### src/rtl/jtag_tdr_csr_seq_if.sv
// Requester-side bus of the TDR CSR sequencer.
//   req        level request per requester, held until ack
//   req_wr     1=write, 0=read, per requester
//   req_addr   28-bit CSR address, requester i at [28*i +: 28]
//   req_wdata  16-bit write data, requester i at [16*i +: 16]
//   ack        one-cycle completion pulse to the granted requester
//   rdata      read data, valid in the ack cycle of a read
//   busy       high from grant through the ack cycle
// master: requester side; slave: sequencer side.
interface jtag_tdr_csr_seq_if #(
  parameter int unsigned NUM_REQ = 2
);
  logic [NUM_REQ-1:0]    req;
  logic [NUM_REQ-1:0]    req_wr;
  logic [NUM_REQ*28-1:0] req_addr;
  logic [NUM_REQ*16-1:0] req_wdata;
  logic [NUM_REQ-1:0]    ack;
  logic [15:0]           rdata;
  logic                  busy;

  modport master (
    output req, req_wr, req_addr, req_wdata,
    input  ack, rdata, busy
  );

  modport slave (
    input  req, req_wr, req_addr, req_wdata,
    output ack, rdata, busy
  );
endinterface

### src/rtl/jtag_tdr_csr_seq.sv
// CSR access sequencer for the DdrPhyCsrCmdTdr / DdrPhyCsrRdDataTdr chains.
// Arbitrates NUM_REQ requesters, serialises the granted request into a 45-bit command
// TDR capture/shift/update sequence and, for reads, collects 16 bits from the read-data
// TDR and returns them in parallel.
//
// Ports:
//   TDRCLK, WRSTN            TDR clock (rising edge) and async active-low reset
//   bus (slave)              requester bus: req/req_wr/req_addr/req_wdata in,
//                            ack/rdata/busy out
//   DdrPhyCsrCmdTdr*En       command TDR capture/shift/update enables
//   DdrPhyCsrRdDataTdr*En    read-data TDR capture/shift/update enables
//   WSI                      serial data into the command TDR, LSB first
//   DdrPhyCsrRdDataTdr_Tdo   serial data out of the read-data TDR
//
// Configuration macro JTAG_TDR_RR_ARB_EN: when defined, round-robin arbitration starting
// after the last granted requester; otherwise fixed priority, lowest index wins.
//
// All outputs come straight from flops; their next values are decoded from the next state.
module jtag_tdr_csr_seq #(
  parameter int unsigned NUM_REQ     = 2,
  parameter int unsigned RD_WAIT_CYC = 30,
  parameter int unsigned RD_GAP_CYC  = 12
) (
  input  logic              TDRCLK,
  input  logic              WRSTN,
  jtag_tdr_csr_seq_if.slave bus,
  output logic              DdrPhyCsrCmdTdrCaptureEn,
  output logic              DdrPhyCsrCmdTdrShiftEn,
  output logic              DdrPhyCsrCmdTdrUpdateEn,
  output logic              DdrPhyCsrRdDataTdrCaptureEn,
  output logic              DdrPhyCsrRdDataTdrShiftEn,
  output logic              DdrPhyCsrRdDataTdrUpdateEn,
  output logic              WSI,
  input  logic              DdrPhyCsrRdDataTdr_Tdo
);

  localparam int unsigned CmdW    = 45;
  localparam int unsigned GntW    = (NUM_REQ > 1) ? $clog2(NUM_REQ) : 1;
  localparam int unsigned CntMax0 = (RD_WAIT_CYC > CmdW) ? RD_WAIT_CYC : CmdW;
  localparam int unsigned CntMax  = (RD_GAP_CYC > CntMax0) ? RD_GAP_CYC : CntMax0;
  localparam int unsigned CntW    = $clog2(CntMax);

  localparam logic [CntW-1:0] CmdLast  = CntW'(CmdW - 1);
  localparam logic [CntW-1:0] WaitLast = CntW'(RD_WAIT_CYC - 1);
  localparam logic [CntW-1:0] GapLast  = CntW'(RD_GAP_CYC - 1);
  localparam logic [CntW-1:0] RdLast   = CntW'(15);

  typedef enum logic [3:0] {
    StIdle,
    StCmdCap,
    StCmdGap,
    StCmdShift,
    StCmdPost,
    StCmdUpd,
    StRdWait,
    StRdCap,
    StRdGap,
    StRdShift,
    StRdUpd,
    StDone
  } state_e;

  state_e              state_q, state_d;
  logic [CntW-1:0]     cnt_q, cnt_d;
  logic [GntW-1:0]     grant_q, grant_d;
  logic [CmdW-1:0]     cmd_q, cmd_d;
  logic [15:0]         rd_sh_q, rd_sh_d;
  logic [15:0]         rdata_q, rdata_d;
  logic [NUM_REQ-1:0]  ack_q, ack_d;
  logic                busy_q, busy_d;
  logic                cmd_cap_q, cmd_cap_d;
  logic                cmd_shift_q, cmd_shift_d;
  logic                cmd_upd_q, cmd_upd_d;
  logic                rd_cap_q, rd_cap_d;
  logic                rd_shift_q, rd_shift_d;
  logic                rd_upd_q, rd_upd_d;
  logic                wsi_q, wsi_d;

  // ---------------------------------------------------------------------------------------
  // Requester unpacking and arbitration
  // ---------------------------------------------------------------------------------------
  logic [27:0]     addr_arr  [NUM_REQ];
  logic [15:0]     wdata_arr [NUM_REQ];
  logic [GntW-1:0] arb_idx;
  logic            grant_fire;
  logic            sel_wr;
  logic [CmdW-1:0] new_cmd;

  for (genvar g = 0; g < NUM_REQ; g++) begin : g_unpack
    assign addr_arr[g]  = bus.req_addr[28*g +: 28];
    assign wdata_arr[g] = bus.req_wdata[16*g +: 16];
  end

  assign grant_fire = (state_q == StIdle) && (|bus.req);

`ifdef JTAG_TDR_RR_ARB_EN
  logic [GntW-1:0] last_grant_q;
  int unsigned     rr_cand;
  logic            rr_found;

  // Search from the requester after the last grant, wrapping modulo NUM_REQ.
  always_comb begin
    arb_idx  = last_grant_q;
    rr_cand  = 0;
    rr_found = 1'b0;
    for (int unsigned k = 1; k <= NUM_REQ; k++) begin
      rr_cand = (32'(last_grant_q) + k) % NUM_REQ;
      if (!rr_found && bus.req[GntW'(rr_cand)]) begin
        arb_idx  = GntW'(rr_cand);
        rr_found = 1'b1;
      end
    end
  end

  always_ff @(posedge TDRCLK or negedge WRSTN) begin
    if (!WRSTN) begin
      last_grant_q <= GntW'(NUM_REQ - 1);
    end else if (grant_fire) begin
      last_grant_q <= arb_idx;
    end
  end
`else
  // Fixed priority: scanning downwards leaves the lowest active index in arb_idx.
  always_comb begin
    arb_idx = '0;
    for (int i = int'(NUM_REQ) - 1; i >= 0; i--) begin
      if (bus.req[i]) arb_idx = GntW'(i);
    end
  end
`endif

  assign sel_wr  = bus.req_wr[arb_idx];
  assign new_cmd = sel_wr ? {wdata_arr[arb_idx], 1'b1, addr_arr[arb_idx]}
                          : {16'h0000, 1'b0, addr_arr[arb_idx]};

  // ---------------------------------------------------------------------------------------
  // Next-state logic
  // ---------------------------------------------------------------------------------------
  always_comb begin
    state_d = state_q;
    cnt_d   = cnt_q;
    grant_d = grant_q;
    cmd_d   = cmd_q;
    rd_sh_d = rd_sh_q;
    rdata_d = rdata_q;

    unique case (state_q)
      StIdle: begin
        if (grant_fire) begin
          state_d = StCmdCap;
          grant_d = arb_idx;
          cmd_d   = new_cmd;
        end
      end
      StCmdCap: state_d = StCmdGap;
      StCmdGap: begin
        state_d = StCmdShift;
        cnt_d   = '0;
      end
      StCmdShift: begin
        if (cnt_q == CmdLast) begin
          state_d = StCmdPost;
          cnt_d   = '0;
        end else begin
          cnt_d = cnt_q + CntW'(1);
        end
      end
      StCmdPost: state_d = StCmdUpd;
      // cmd bit 28 is the write flag: writes finish here, reads fetch data.
      StCmdUpd: begin
        state_d = cmd_q[28] ? StDone : StRdWait;
        cnt_d   = '0;
      end
      StRdWait: begin
        if (cnt_q == WaitLast) begin
          state_d = StRdCap;
          cnt_d   = '0;
        end else begin
          cnt_d = cnt_q + CntW'(1);
        end
      end
      StRdCap: begin
        state_d = StRdGap;
        cnt_d   = '0;
      end
      StRdGap: begin
        if (cnt_q == GapLast) begin
          state_d = StRdShift;
          cnt_d   = '0;
        end else begin
          cnt_d = cnt_q + CntW'(1);
        end
      end
      StRdShift: begin
        // Bit cnt of the word is sampled at the edge that ends shift cycle cnt.
        rd_sh_d[cnt_q[3:0]] = DdrPhyCsrRdDataTdr_Tdo;
        if (cnt_q == RdLast) begin
          state_d = StRdUpd;
          cnt_d   = '0;
        end else begin
          cnt_d = cnt_q + CntW'(1);
        end
      end
      StRdUpd: begin
        // Publish the assembled word so rdata only changes when a read completes.
        state_d = StDone;
        rdata_d = rd_sh_q;
      end
      StDone: begin
        state_d = StIdle;
        cnt_d   = '0;
      end
      default: begin
        state_d = StIdle;
        cnt_d   = '0;
      end
    endcase
  end

  // ---------------------------------------------------------------------------------------
  // Registered outputs, decoded from the next state
  // ---------------------------------------------------------------------------------------
  always_comb begin
    cmd_cap_d   = (state_d == StCmdCap);
    cmd_shift_d = (state_d == StCmdShift);
    cmd_upd_d   = (state_d == StCmdUpd);
    rd_cap_d    = (state_d == StRdCap);
    rd_shift_d  = (state_d == StRdShift);
    rd_upd_d    = (state_d == StRdUpd);
    busy_d      = (state_d != StIdle);

    ack_d = '0;
    if (state_d == StDone) ack_d[grant_d] = 1'b1;

    // WSI presents cmd[0] ahead of the shift and holds its last value outside it.
    wsi_d = wsi_q;
    if ((state_d == StCmdCap) || (state_d == StCmdGap)) begin
      wsi_d = cmd_d[0];
    end else if (state_d == StCmdShift) begin
      wsi_d = cmd_d[cnt_d[5:0]];
    end
  end

  always_ff @(posedge TDRCLK or negedge WRSTN) begin
    if (!WRSTN) begin
      state_q     <= StIdle;
      cnt_q       <= '0;
      grant_q     <= '0;
      cmd_q       <= '0;
      rd_sh_q     <= '0;
      rdata_q     <= '0;
      ack_q       <= '0;
      busy_q      <= 1'b0;
      cmd_cap_q   <= 1'b0;
      cmd_shift_q <= 1'b0;
      cmd_upd_q   <= 1'b0;
      rd_cap_q    <= 1'b0;
      rd_shift_q  <= 1'b0;
      rd_upd_q    <= 1'b0;
      wsi_q       <= 1'b0;
    end else begin
      state_q     <= state_d;
      cnt_q       <= cnt_d;
      grant_q     <= grant_d;
      cmd_q       <= cmd_d;
      rd_sh_q     <= rd_sh_d;
      rdata_q     <= rdata_d;
      ack_q       <= ack_d;
      busy_q      <= busy_d;
      cmd_cap_q   <= cmd_cap_d;
      cmd_shift_q <= cmd_shift_d;
      cmd_upd_q   <= cmd_upd_d;
      rd_cap_q    <= rd_cap_d;
      rd_shift_q  <= rd_shift_d;
      rd_upd_q    <= rd_upd_d;
      wsi_q       <= wsi_d;
    end
  end

  assign bus.ack   = ack_q;
  assign bus.rdata = rdata_q;
  assign bus.busy  = busy_q;

  assign DdrPhyCsrCmdTdrCaptureEn    = cmd_cap_q;
  assign DdrPhyCsrCmdTdrShiftEn      = cmd_shift_q;
  assign DdrPhyCsrCmdTdrUpdateEn     = cmd_upd_q;
  assign DdrPhyCsrRdDataTdrCaptureEn = rd_cap_q;
  assign DdrPhyCsrRdDataTdrShiftEn   = rd_shift_q;
  assign DdrPhyCsrRdDataTdrUpdateEn  = rd_upd_q;
  assign WSI                         = wsi_q;

endmodule
### src/flat_wrapper.sv
// flat-port wrapper written by rule: the top's interface ports become plain ports
module jtag_tdr_csr_seq_flat 
#(
  parameter int unsigned NUM_REQ     = 2,
  parameter int unsigned RD_WAIT_CYC = 30,
  parameter int unsigned RD_GAP_CYC  = 12
)
  (TDRCLK, WRSTN, DdrPhyCsrCmdTdrCaptureEn, DdrPhyCsrCmdTdrShiftEn, DdrPhyCsrCmdTdrUpdateEn, DdrPhyCsrRdDataTdrCaptureEn, DdrPhyCsrRdDataTdrShiftEn, DdrPhyCsrRdDataTdrUpdateEn, WSI, DdrPhyCsrRdDataTdr_Tdo, bus_req, bus_req_wr, bus_req_addr, bus_req_wdata, bus_ack, bus_rdata, bus_busy);
  jtag_tdr_csr_seq_if #(.NUM_REQ(NUM_REQ)) bus_i ();
  input  logic TDRCLK;
  input  logic WRSTN;
  output logic DdrPhyCsrCmdTdrCaptureEn;
  output logic DdrPhyCsrCmdTdrShiftEn;
  output logic DdrPhyCsrCmdTdrUpdateEn;
  output logic DdrPhyCsrRdDataTdrCaptureEn;
  output logic DdrPhyCsrRdDataTdrShiftEn;
  output logic DdrPhyCsrRdDataTdrUpdateEn;
  output logic WSI;
  input  logic DdrPhyCsrRdDataTdr_Tdo;
  input wire logic [$bits(bus_i.req)-1:0] bus_req;
  input wire logic [$bits(bus_i.req_wr)-1:0] bus_req_wr;
  input wire logic [$bits(bus_i.req_addr)-1:0] bus_req_addr;
  input wire logic [$bits(bus_i.req_wdata)-1:0] bus_req_wdata;
  output wire logic [$bits(bus_i.ack)-1:0] bus_ack;
  output wire logic [$bits(bus_i.rdata)-1:0] bus_rdata;
  output wire logic [$bits(bus_i.busy)-1:0] bus_busy;
  assign bus_i.req = bus_req;
  assign bus_i.req_wr = bus_req_wr;
  assign bus_i.req_addr = bus_req_addr;
  assign bus_i.req_wdata = bus_req_wdata;
  assign bus_ack = bus_i.ack;
  assign bus_rdata = bus_i.rdata;
  assign bus_busy = bus_i.busy;
  jtag_tdr_csr_seq #(.NUM_REQ(NUM_REQ), .RD_WAIT_CYC(RD_WAIT_CYC), .RD_GAP_CYC(RD_GAP_CYC)) u_core (.TDRCLK(TDRCLK), .WRSTN(WRSTN), .bus(bus_i), .DdrPhyCsrCmdTdrCaptureEn(DdrPhyCsrCmdTdrCaptureEn), .DdrPhyCsrCmdTdrShiftEn(DdrPhyCsrCmdTdrShiftEn), .DdrPhyCsrCmdTdrUpdateEn(DdrPhyCsrCmdTdrUpdateEn), .DdrPhyCsrRdDataTdrCaptureEn(DdrPhyCsrRdDataTdrCaptureEn), .DdrPhyCsrRdDataTdrShiftEn(DdrPhyCsrRdDataTdrShiftEn), .DdrPhyCsrRdDataTdrUpdateEn(DdrPhyCsrRdDataTdrUpdateEn), .WSI(WSI), .DdrPhyCsrRdDataTdr_Tdo(DdrPhyCsrRdDataTdr_Tdo));
endmodule
### config.mk
export PLATFORM = sky130hd
export DESIGN_NAME = jtag_tdr_csr_seq_flat
export DESIGN_NICKNAME = d
export VERILOG_FILES = /design/src/rtl/jtag_tdr_csr_seq_if.sv /design/src/rtl/jtag_tdr_csr_seq.sv /design/src/flat_wrapper.sv
export SDC_FILE = /design/constraint.sdc
export NUM_CORES = 1
export LEC_CHECK = 0
export BUFFER_PORTS_ARGS = -buffer_cell sky130_fd_sc_hd__buf_4
export CAP_MARGIN = 20
export CORE_ASPECT_RATIO = 0.75
export CORE_MARGIN = 2
export CORE_UTILIZATION = 35
export DETAILED_ROUTE_END_ITERATION = 8
export RECOVER_POWER = 25
export SLEW_MARGIN = 40
export SYNTH_ARGS = -nofsm -noshare
export SYNTH_HDL_FRONTEND = slang
export SYNTH_SLANG_ARGS = --single-unit
### constraint.sdc
create_clock -name TDRCLK -period 5.56 [get_ports TDRCLK]
set_input_delay 0.834 -clock TDRCLK [delete_from_list [all_inputs] [get_ports TDRCLK]]
set_output_delay 0.834 -clock TDRCLK [all_outputs]
set_load 0.005 [all_outputs]
==> results_dict.tcl, run 1 <==
set metrics [dict create \
    run_status "finished with violations" \
    violations "max-capacitance violations, max-slew violations" \
    postRouteAntennaNets 0 \
    num_antenna_cells 0 \
    multi_input_area_um2 2559 \
    p_seq_share_pct 51.1 \
    regArea_um2 2452 \
    syn_area_um2 5184 \
    core_area_um2 14450 \
    clk_latency_ns 0.34 \
    areaGrowthSynthToFinish_pct 26.45 \
    hold_viol 0 \
    ios 121 \
    worst_slack_ns 1.958 \
    layout.nets 705 \
    viasPerCell 4.933 \
    worstHoldPathType "reg2reg" \
    cts_setup_buffers 0 \
    synth_area_leaders "dfrtp_1, mux2i_1, mux2_2, nand2_1, o21ai_0" \
    async_reset_ff_share_pct 100.0 \
    synth_edf_count 0 \
    routed_wl_um 12190 \
    hp-start "u_core.cmd_q[9]" \
    p_sw_share_pct 21.73 \
    start_util_pct 35.86 \
    leakage_uw 0.003298 \
    cts_max_level 3 \
    vdd_drop_max_uv 148.1 \
    crit_slowest_cell "dfrtp_1" \
    setup_viol 0 \
    synthCells 496 \
    seq_area_frac_synth_pct 47.31 \
    dieHeight_um 109.4 \
    wire_per_inst_um 15.07 \
    p_clk_share_pct 41.4 \
    nFillCells 1406 \
    worst-path-buf-inv 1 \
    grt_pass1_wl_um 19490 \
    worstRegToRegCells 10 \
    maxSlewHeadroom_pct -50.23 \
    grt_pass1_vias 4026 \
    timing.fmax_mhz 277.6 \
    critPathRequiredTime_ns 5.77 \
    worstSetupStartpoint "u_core.state_q[3]" \
    max_cap_viol_count 1 \
    gp_congestion 0.8621 \
    die_area_um2 15810 \
    yosysWarnings 0 \
    placementRows 38 \
    combPwrFrac_pct 7.5 \
    crit_cells 10 \
    skew_ns 0.006360 \
    max-clock-path-buffers 2 \
    synth.distinct_cells 64 \
    antenna_found_initial 0 \
    clk_pin_slew_worst_paths_ns 0.07 \
    whs_ns 0.4912 \
    clock_sinks 98 \
    cts_hold_buffers 0 \
    cpPeakStageDelay_ns 0.69 \
    fin_crit_sh_pct 64.79 \
    numCtsBuffers 9 \
    dp_slack_ns 1.720 \
    portBuffers 120 \
    die_x_um 144.5 \
    route.detailed.drc 0 \
    switching_power_uw 306.8 \
    grt_usage_pct 15.64 \
    r2r-start "u_core.state_q[3]" \
    cp-end-kind "flip-flop" \
    whs_path_depth 2 \
    synth_nets 596 \
    critPathTopFamily "compound AO/OA/AOI/OAI gates" \
    crit_chain "or3b_4 > a211oi_4 > nor2_2 > a31oi_4 > buf_8 > mux2i_1 > mux2i_1 > mux2_2 > a2111oi_2 > a211oi_2" \
    p_int_uw 1105 \
    worstSetupStartpointType "flip-flop" \
    layout_common_cells "buf_4, dfrtp_1, nand2_1" \
    grt_max_degree 57 \
    synth_top_area_share_pct 47.31 \
    ys.flop_type "dfrtp_1" \
    p_per_area_nw_per_um2 215.4 \
    synth_area_leader_cell "dfrtp_1" \
    min_period_ns 3.602 \
    cts_tree "done" \
    vias 3991 \
    yosys_register_bits 98 \
    rsz0062_at_grt "false" \
    gr-total-overflow 0 \
    mostFrequentLayoutCell "buf_4" \
    cts_resized 0 \
    cts-root-buf "clkbuf_16" \
    finish.instance_area_um2 6555 \
    dp_hpwl_um 9316 \
    tightest_slew_ns 2.253 \
    drive_above_1_share_pct 32.35 \
    drt_iter0_drc 288 \
    slew_violations 44 \
    cp_common_cell "mux2i_1" \
    postPlaceCellArea_um2 6272 \
    cp.arrival_ns 3.81 \
    cp_max_fo 18 \
    tns_ns 0 \
    first_pass_iters 4 \
    path_class "reg2reg" \
    synth.avg_cell_area_um2 10.45 \
]
-- registers in the layout, summed over array words and instances, names as in the netlist --
name,flops
u_core.DdrPhyCsrCmdTdrShiftEn,1
u_core.rd_sh_q,16
u_core.grant_q,1
u_core.DdrPhyCsrRdDataTdrCaptureEn,1
u_core.state_q,4
u_core.bus.rdata,16
u_core.DdrPhyCsrRdDataTdrShiftEn,1
u_core.bus.ack,2
u_core.DdrPhyCsrCmdTdrCaptureEn,1
u_core.DdrPhyCsrCmdTdrUpdateEn,1
u_core.cnt_q,6
u_core.cmd_q,45
u_core.WSI,1
u_core.bus.busy,1
u_core.DdrPhyCsrRdDataTdrUpdateEn,1
-- Yosys cell counts, drive strengths merged, types with 8 or more instances --
library cell	n
mux2	36
nand2	79
inv	12
dfrtp	98
clkbuf	12
o21ai	51
mux2i	60
buf	18
a31oi	8
and3	10
a21oi	12
nor2	19
-- area by class of cell --
type                            count  area share, %
Multi-Input combinational cell    355          39.03
Clock inverter                      4         0.4008
Tap cell                          200          3.818
Sequential cell                    98          37.41
Inverter                           13         0.7635
Timing Repair Buffer              128          14.72
Clock buffer                       11          3.856
-- layer usage --
layer	up-vias	global-route usage, %	wire, µm
met5	-	0	0
met1	1896	22.20	5947
met2	98	24.44	5554
met4	0	4.577	114
li1	1989	-	-
met3	8	3.005	575
-- path summary, 6_finish.rpt --
kind                                             end  slack, ns
worst max-delay path                      u_core.WSI       1.96
worst max register to register            u_core.WSI       1.96
max in group asynchronous       u_core.bus.rdata[13]       2.69
min in group asynchronous           u_core.cmd_q[39]       1.16
worst min register to register       u_core.cmd_q[9]       0.49
worst min-delay path                 u_core.cmd_q[9]       0.49
-- cells by family after synthesis --
kind of cell | after synthesis | synth area share, %
and+or+nand+nor | 152 | 14.68
AOI/OAI and AO/OA | 99 | 12.48
muxes | 98 | 20.28
DFF | 98 | 47.31
buffers and inverters | 43 | 3.886
adders and majority gates | 5 | 1.207
xor gates and xnor gates | 1 | 0.1690
-- worst min-delay path: stages, from the launching register on --
cell     delay, ns
dfrtp_1       0.33
nand2_1       0.04
o21ai_0       0.08
-- per-stage QoR --
stage	utilization (%)	instances	power, µW
after global routing	45.35	809	1471
after floorplan	-	496	766.6
after CTS	45.33	808	1431
after global placement	43.19	790	840.9
after detailed placement	43.40	793	843.4
final	45.35	809	1412
-- power by group through the flow --
stage	combinational [µW]	sequential, µW	clock, µW
2_1_floorplan	33.1	734	0
3_3_place_gp	107	734	0
3_5_place_dp	109	735	0
4_1_cts	109	721	601
5_1_grt	116	721	634
6_report	106	721	585
(Power assumes the default switching activity.)
==> run 2: changes to the inputs <==
clock period = 3.5 ns   (was 5.56 ns; I/O delays follow)
==> run 2 against run 1 <==
  * The run still ends with max-capacitance violations, max-slew violations left
  * Final area is 1.2% higher
  * Die area unchanged
  * Wire length up 4.1%
  * Via count is 2.2% higher
  * Cell count up 1.2%
  * Utilization grew 0.53 points
  * Sequential cell count is the same
  * Non-clock buffer count grew 10
  * Clock power increased by 58%
  * Hold slack worse by 0.059 ns
==> results_dict.tcl, run 2 (synthesis gave the netlist of run 1 again) <==
set metrics [dict create \
    final_core_util_pct 45.88 \
    routed_wl_um 12690 \
    critPathRequiredTime_ns 3.75 \
    cp-end-kind "flip-flop" \
    grt_pass1_vias 4115 \
    r2r_end "u_core.WSI" \
    cts_setup_buffers 0 \
    grt_pass1_wl_um 20690 \
    skew_ns 0.007097 \
    postRouteAntennaNets 0 \
    layout_common_cells "buf_4, dfrtp_1, nand2_1" \
    placementRows 38 \
    setup_viol 0 \
    core_area_um2 14450 \
    maxSlewHeadroom_pct -35.53 \
    worstHoldPathType "in2reg" \
    leakage_uw 0.003354 \
    dieHeight_um 109.4 \
    r2r-start "u_core.cnt_q[1]" \
    reg2reg_slack_ns 0.28 \
    postPlaceCellArea_um2 6351 \
    gp_congestion 0.8436 \
    num_antenna_cells 0 \
    max_cap_viol_count 1 \
    cts-root-buf "clkbuf_16" \
    cts_tree "done" \
    vdd_drop_max_uv 225.8 \
    p_per_area_nw_per_um2 338.1 \
    cp_max_fo 11 \
    crit_cells 12 \
    mostFrequentLayoutCell "buf_4" \
    cpPeakStageDelay_ns 0.46 \
    layout.nets 715 \
    drive_above_1_share_pct 34.09 \
    start_util_pct 35.86 \
    run_status "finished with violations" \
    ios 121 \
    worstSetupStartpointType "flip-flop" \
    tns_ns 0 \
    critPathTopFamily "compound AO/OA/AOI/OAI gates" \
    clk_pin_slew_worst_paths_ns 0.07 \
    hold_viol 0 \
    max-clock-path-buffers 2 \
    die_x_um 144.5 \
    rsz0062_at_grt "false" \
    worstRegToRegCells 12 \
    portBuffers 120 \
    wire_per_inst_um 15.50 \
    min_period_ns 3.218 \
    timing.fmax_mhz 310.8 \
    clock_sinks 98 \
    crit_chain "inv_1 > ha_1 > nand3b_1 > o211a_1 > a2111oi_1 > nor3_1 > buf_4 > or3_1 > o22ai_1 > o2111ai_1 > and3_1 > a211oi_2" \
    drt_iter0_drc 313 \
    path_class "reg2reg" \
    top_register "u_core.cmd_q" \
    worstSetupStartpoint "u_core.cnt_q[1]" \
    critPathCapture "u_core.WSI" \
    cp.arrival_ns 3.47 \
    gr-total-overflow 0 \
    viasPerCell 4.979 \
    largest_reg_flops 45 \
    grt_usage_pct 16.59 \
    cts_max_level 3 \
    clk_latency_ns 0.34 \
    first_pass_iters 4 \
    vias 4078 \
    antenna_found_initial 0 \
    finish.instance_area_um2 6631 \
    areaGrowthSynthToFinish_pct 27.93 \
    dp_hpwl_um 9704 \
    numCtsBuffers 9 \
    crit_slowest_cell "dfrtp_1" \
    die_area_um2 15810 \
    tightest_slew_ns 2.033 \
    whs_ns 0.4325 \
    slew_violations 83 \
    violations "max-capacitance violations, max-slew violations" \
    fin_crit_sh_pct 91.94 \
    route.detailed.drc 0 \
    worst-path-buf-inv 2 \
    grt_max_degree 83 \
]
==> run 2: changes by cell type in the layout (fill, tap and decap cells not counted), sizes merged <==
cell,previous run,this run
clkbuf,22,12
buf,117,137
==> run 2: per-layer routing <==
metal	routed length, µm	track usage (%)	vias up	part of all wire (%)
met2	5702	24.51	96	45
met5	0	0	-	0
met3	528	3.310	10	4.2
met1	6332	25.03	1974	50
li1	-	-	1998	-
met4	128	3.814	0	1.0
==> run 2: metrics by stage <==
| step | worst slack (ns) | instances | power, µW |
|---|---|---|---|
| CTS | 0.2513 | 819 | 2270 |
| global route | 0.01495 | 819 | 2334 |
| floorplan | 0.5356 | 496 | 1218 |
| global placement | 0.3054 | 804 | 1336 |
| detailed placement | 0.2665 | 804 | 1341 |
| finish | 0.2821 | 819 | 2242 |
==> run 2: cell type report <==
type | count | area (µm²)
inverters | 13 | 50.05
repair buffers | 138 | 1033
clock inverters | 4 | 26.28
well taps | 200 | 250.2
clock buffers | 11 | 252.7
fillers | 1394 | 7823
multi-input cells | 355 | 2566
flip-flops and latches | 98 | 2452
==> run 2: power by group <==
| part | switching, µW | total [µW] | internal (µW) |
|---|---|---|---|
| registers | 4.61 | 1150 | 1140 |
| clock network | 410 | 927 | 517 |
| logic | 71.7 | 169 | 97.8 |
| total | 486 | 2240 | 1760 |
==> run 2: timing repair <==
item | CTS | global route
endpoints found under the setup margin | 0 | 1
hold buffers | 0 | 0
resized for setup | 0 | 2
hold endpoints to repair | 0 | 0
==> run 2: worst min path at each step <==
stage                                start                               to  slack (ns)  depth (start not counted)
after CTS                            WRSTN                 u_core.cmd_q[18]        0.27                          1
final                           bus_req[0]                   u_core.grant_q        0.43                          2
after floorplan                      WRSTN  u_core.DdrPhyCsrCmdTdrCaptureEn        0.23                          0
after global placement     u_core.cmd_q[1]                  u_core.cmd_q[1]        0.47                          2
after global routing            bus_req[0]                   u_core.grant_q        0.44                          2
after detailed placement  u_core.cmd_q[23]                 u_core.cmd_q[23]        0.48                          2
==> run 3: changes to the inputs <==
CORE_ASPECT_RATIO = 2   (was 0.75)
==> run 3 against run 2 <==
  * The run now ends clean
  * Final area rose by 0.30%
  * Maximum frequency fell by 0.13%
  * Cell count fell by 0.98%
  * Clock power rose by 7.4%
  * Total power rose by 3.1%
  * Sequential power barely moved
  * Highest routed layer unchanged
  * Critical path type unchanged
  * First-iteration DRC count fell by 47%
  * Hold slack improved by 0.0047 ns
  * Via count fell by 1.7%
  * Register-to-register slack barely moved
  * Utilization fell by 0.51 points
==> results_dict.tcl, run 3 (synthesis gave the netlist of run 1 again) <==
set metrics [dict create \
    clock_sinks 98 \
    grt_usage_pct 15.78 \
    gp_congestion 0.8499 \
    numCtsBuffers 9 \
    gr-total-overflow 0 \
    drt_iter0_drc 167 \
    cp_max_fo 8 \
    postRouteAntennaNets 0 \
    num_antenna_cells 0 \
    nFillCells 1462 \
    path_class "reg2reg" \
    worstSetupStartpoint "u_core.cnt_q[0]" \
    setup_viol 0 \
    route.detailed.drc 0 \
    clk_pin_slew_worst_paths_ns 0.06 \
    r2r_end "u_core.WSI" \
    r2r-start "u_core.cnt_q[0]" \
    cts_hold_buffers 0 \
    grt_max_degree 56 \
    cts_resized 0 \
    placementRows 63 \
    largest_reg_flops 45 \
    hold_end "u_core.grant_q" \
    areaGrowthSynthToFinish_pct 28.31 \
    top_register "u_core.cmd_q" \
    finalPower_uw 2311 \
    core_area_um2 14660 \
    run_status "complete, no violations" \
    rsz0062_at_grt "false" \
    worstSetupStartpointType "flip-flop" \
    mostFrequentLayoutCell "buf_4" \
    vdd_drop_max_uv 211.4 \
    grt_pass1_vias 4152 \
    p_per_area_nw_per_um2 347.4 \
    max-clock-path-buffers 2 \
    vias 4008 \
    skew_ns 0.006726 \
    first_pass_iters 4 \
    cts_setup_buffers 0 \
    whs_path_depth 2 \
    viasPerCell 4.942 \
    hp-start "bus_req[0]" \
    worstRegToRegCells 10 \
    cp-end-kind "flip-flop" \
    antenna_found_initial 0 \
    portBuffers 120 \
    die_x_um 90.06 \
    fin_crit_sh_pct 92.06 \
    tightest_slew_ns 1.411 \
    grt_pass1_wl_um 20250 \
    cts_tree "done" \
    die_area_um2 15860 \
    critPathRequiredTime_ns 3.71 \
    dp_hpwl_um 9252 \
    worstHoldPathType "in2reg" \
    reg2reg_slack_ns 0.28 \
    start_util_pct 35.36 \
    max_cap_viol_count 0 \
    cts_max_level 3 \
    ios 121 \
    leakage_uw 0.003358 \
    min_period_ns 3.222 \
    tns_ns 0 \
    slew_violations 0 \
    grt-busiest-layer "met2" \
    cp.arrival_ns 3.43 \
    clk_latency_ns 0.34 \
    layout_common_cells "buf_4, dfrtp_1, nand2_1" \
    grt_use_met2_pct 26.35 \
    drive_above_1_share_pct 33.77 \
    layout.nets 711 \
    dieHeight_um 176.1 \
    maxSlewHeadroom_pct 5.912 \
    routed_wl_um 12110 \
    groute.layer.met3.usage_pct 3.116 \
    wire_per_inst_um 14.93 \
    regArea_um2 2452 \
    cts-root-buf "clkbuf_16" \
    timing.fmax_mhz 310.4 \
    multi_input_area_um2 2561 \
    hold_viol 0 \
    met1_usage_pct 20.25 \
]
run 3: metrics by stage:
step | instances | setup WS, ns | util (%) | hold WS (ns) | instance area (µm²)
4_1_cts | 811 | 0.2291 | 45.37 | 0.2666 | 6651
3_3_place_gp | 795 | 0.3373 | 43.30 | 0.4671 | 6349
6_report | 811 | 0.2779 | 45.37 | 0.4372 | 6651
5_1_grt | 811 | 0.01265 | 45.37 | 0.4442 | 6651
2_1_floorplan | 496 | 0.5356 | - | 0.2294 | 5184
3_5_place_dp | 795 | 0.2341 | 43.30 | 0.4802 | 6349
run 3: worst max path at each step:
stage / endpoint / slack, ns / cells past startpoint
CTS: u_core.WSI / 0.23 / 10
global route: u_core.WSI / 0.01 / 10
floorplan: u_core.WSI / 0.54 / 11
global placement: u_core.WSI / 0.34 / 10
finish: u_core.WSI / 0.28 / 10
detailed placement: u_core.WSI / 0.23 / 10
run 3: final cells by class:
cell class	instances	share of cell area, %
inverter	13	0.7524
sequential	98	36.87
timing repair buffer	134	15.65
tap	195	3.668
multi-input combinational	355	38.51
clock inverter	6	0.9594
clock buffer	10	3.593
run 3: critical path: stages (launching register included):
cell	delay, ns
dfrtp_1	0.47
inv_1	0.17
ha_2	0.24
and3b_1	0.23
nand2_1	0.12
a32o_1	0.32
or3_1	0.48
o21ai_1	0.17
mux2_2	0.39
a2111oi_2	0.37
a211oi_2	0.12
run 3: per-layer routing:
layer | part of all wire, % | vias up
met5 | 0 | -
li1 | - | 1994
met1 | 44 | 1887
met3 | 4.6 | 20
met4 | 2.3 | 0
met2 | 49 | 107
run 3: report_power, final:
group          leakage (µW)  total, µW  internal [µW]  switching [µW]
Clock              0.000145        996            573             423
Combinational       0.00189        169           99.3            69.7
Sequential          0.00132       1150           1140            4.22
Total               0.00336       2310           1810             497
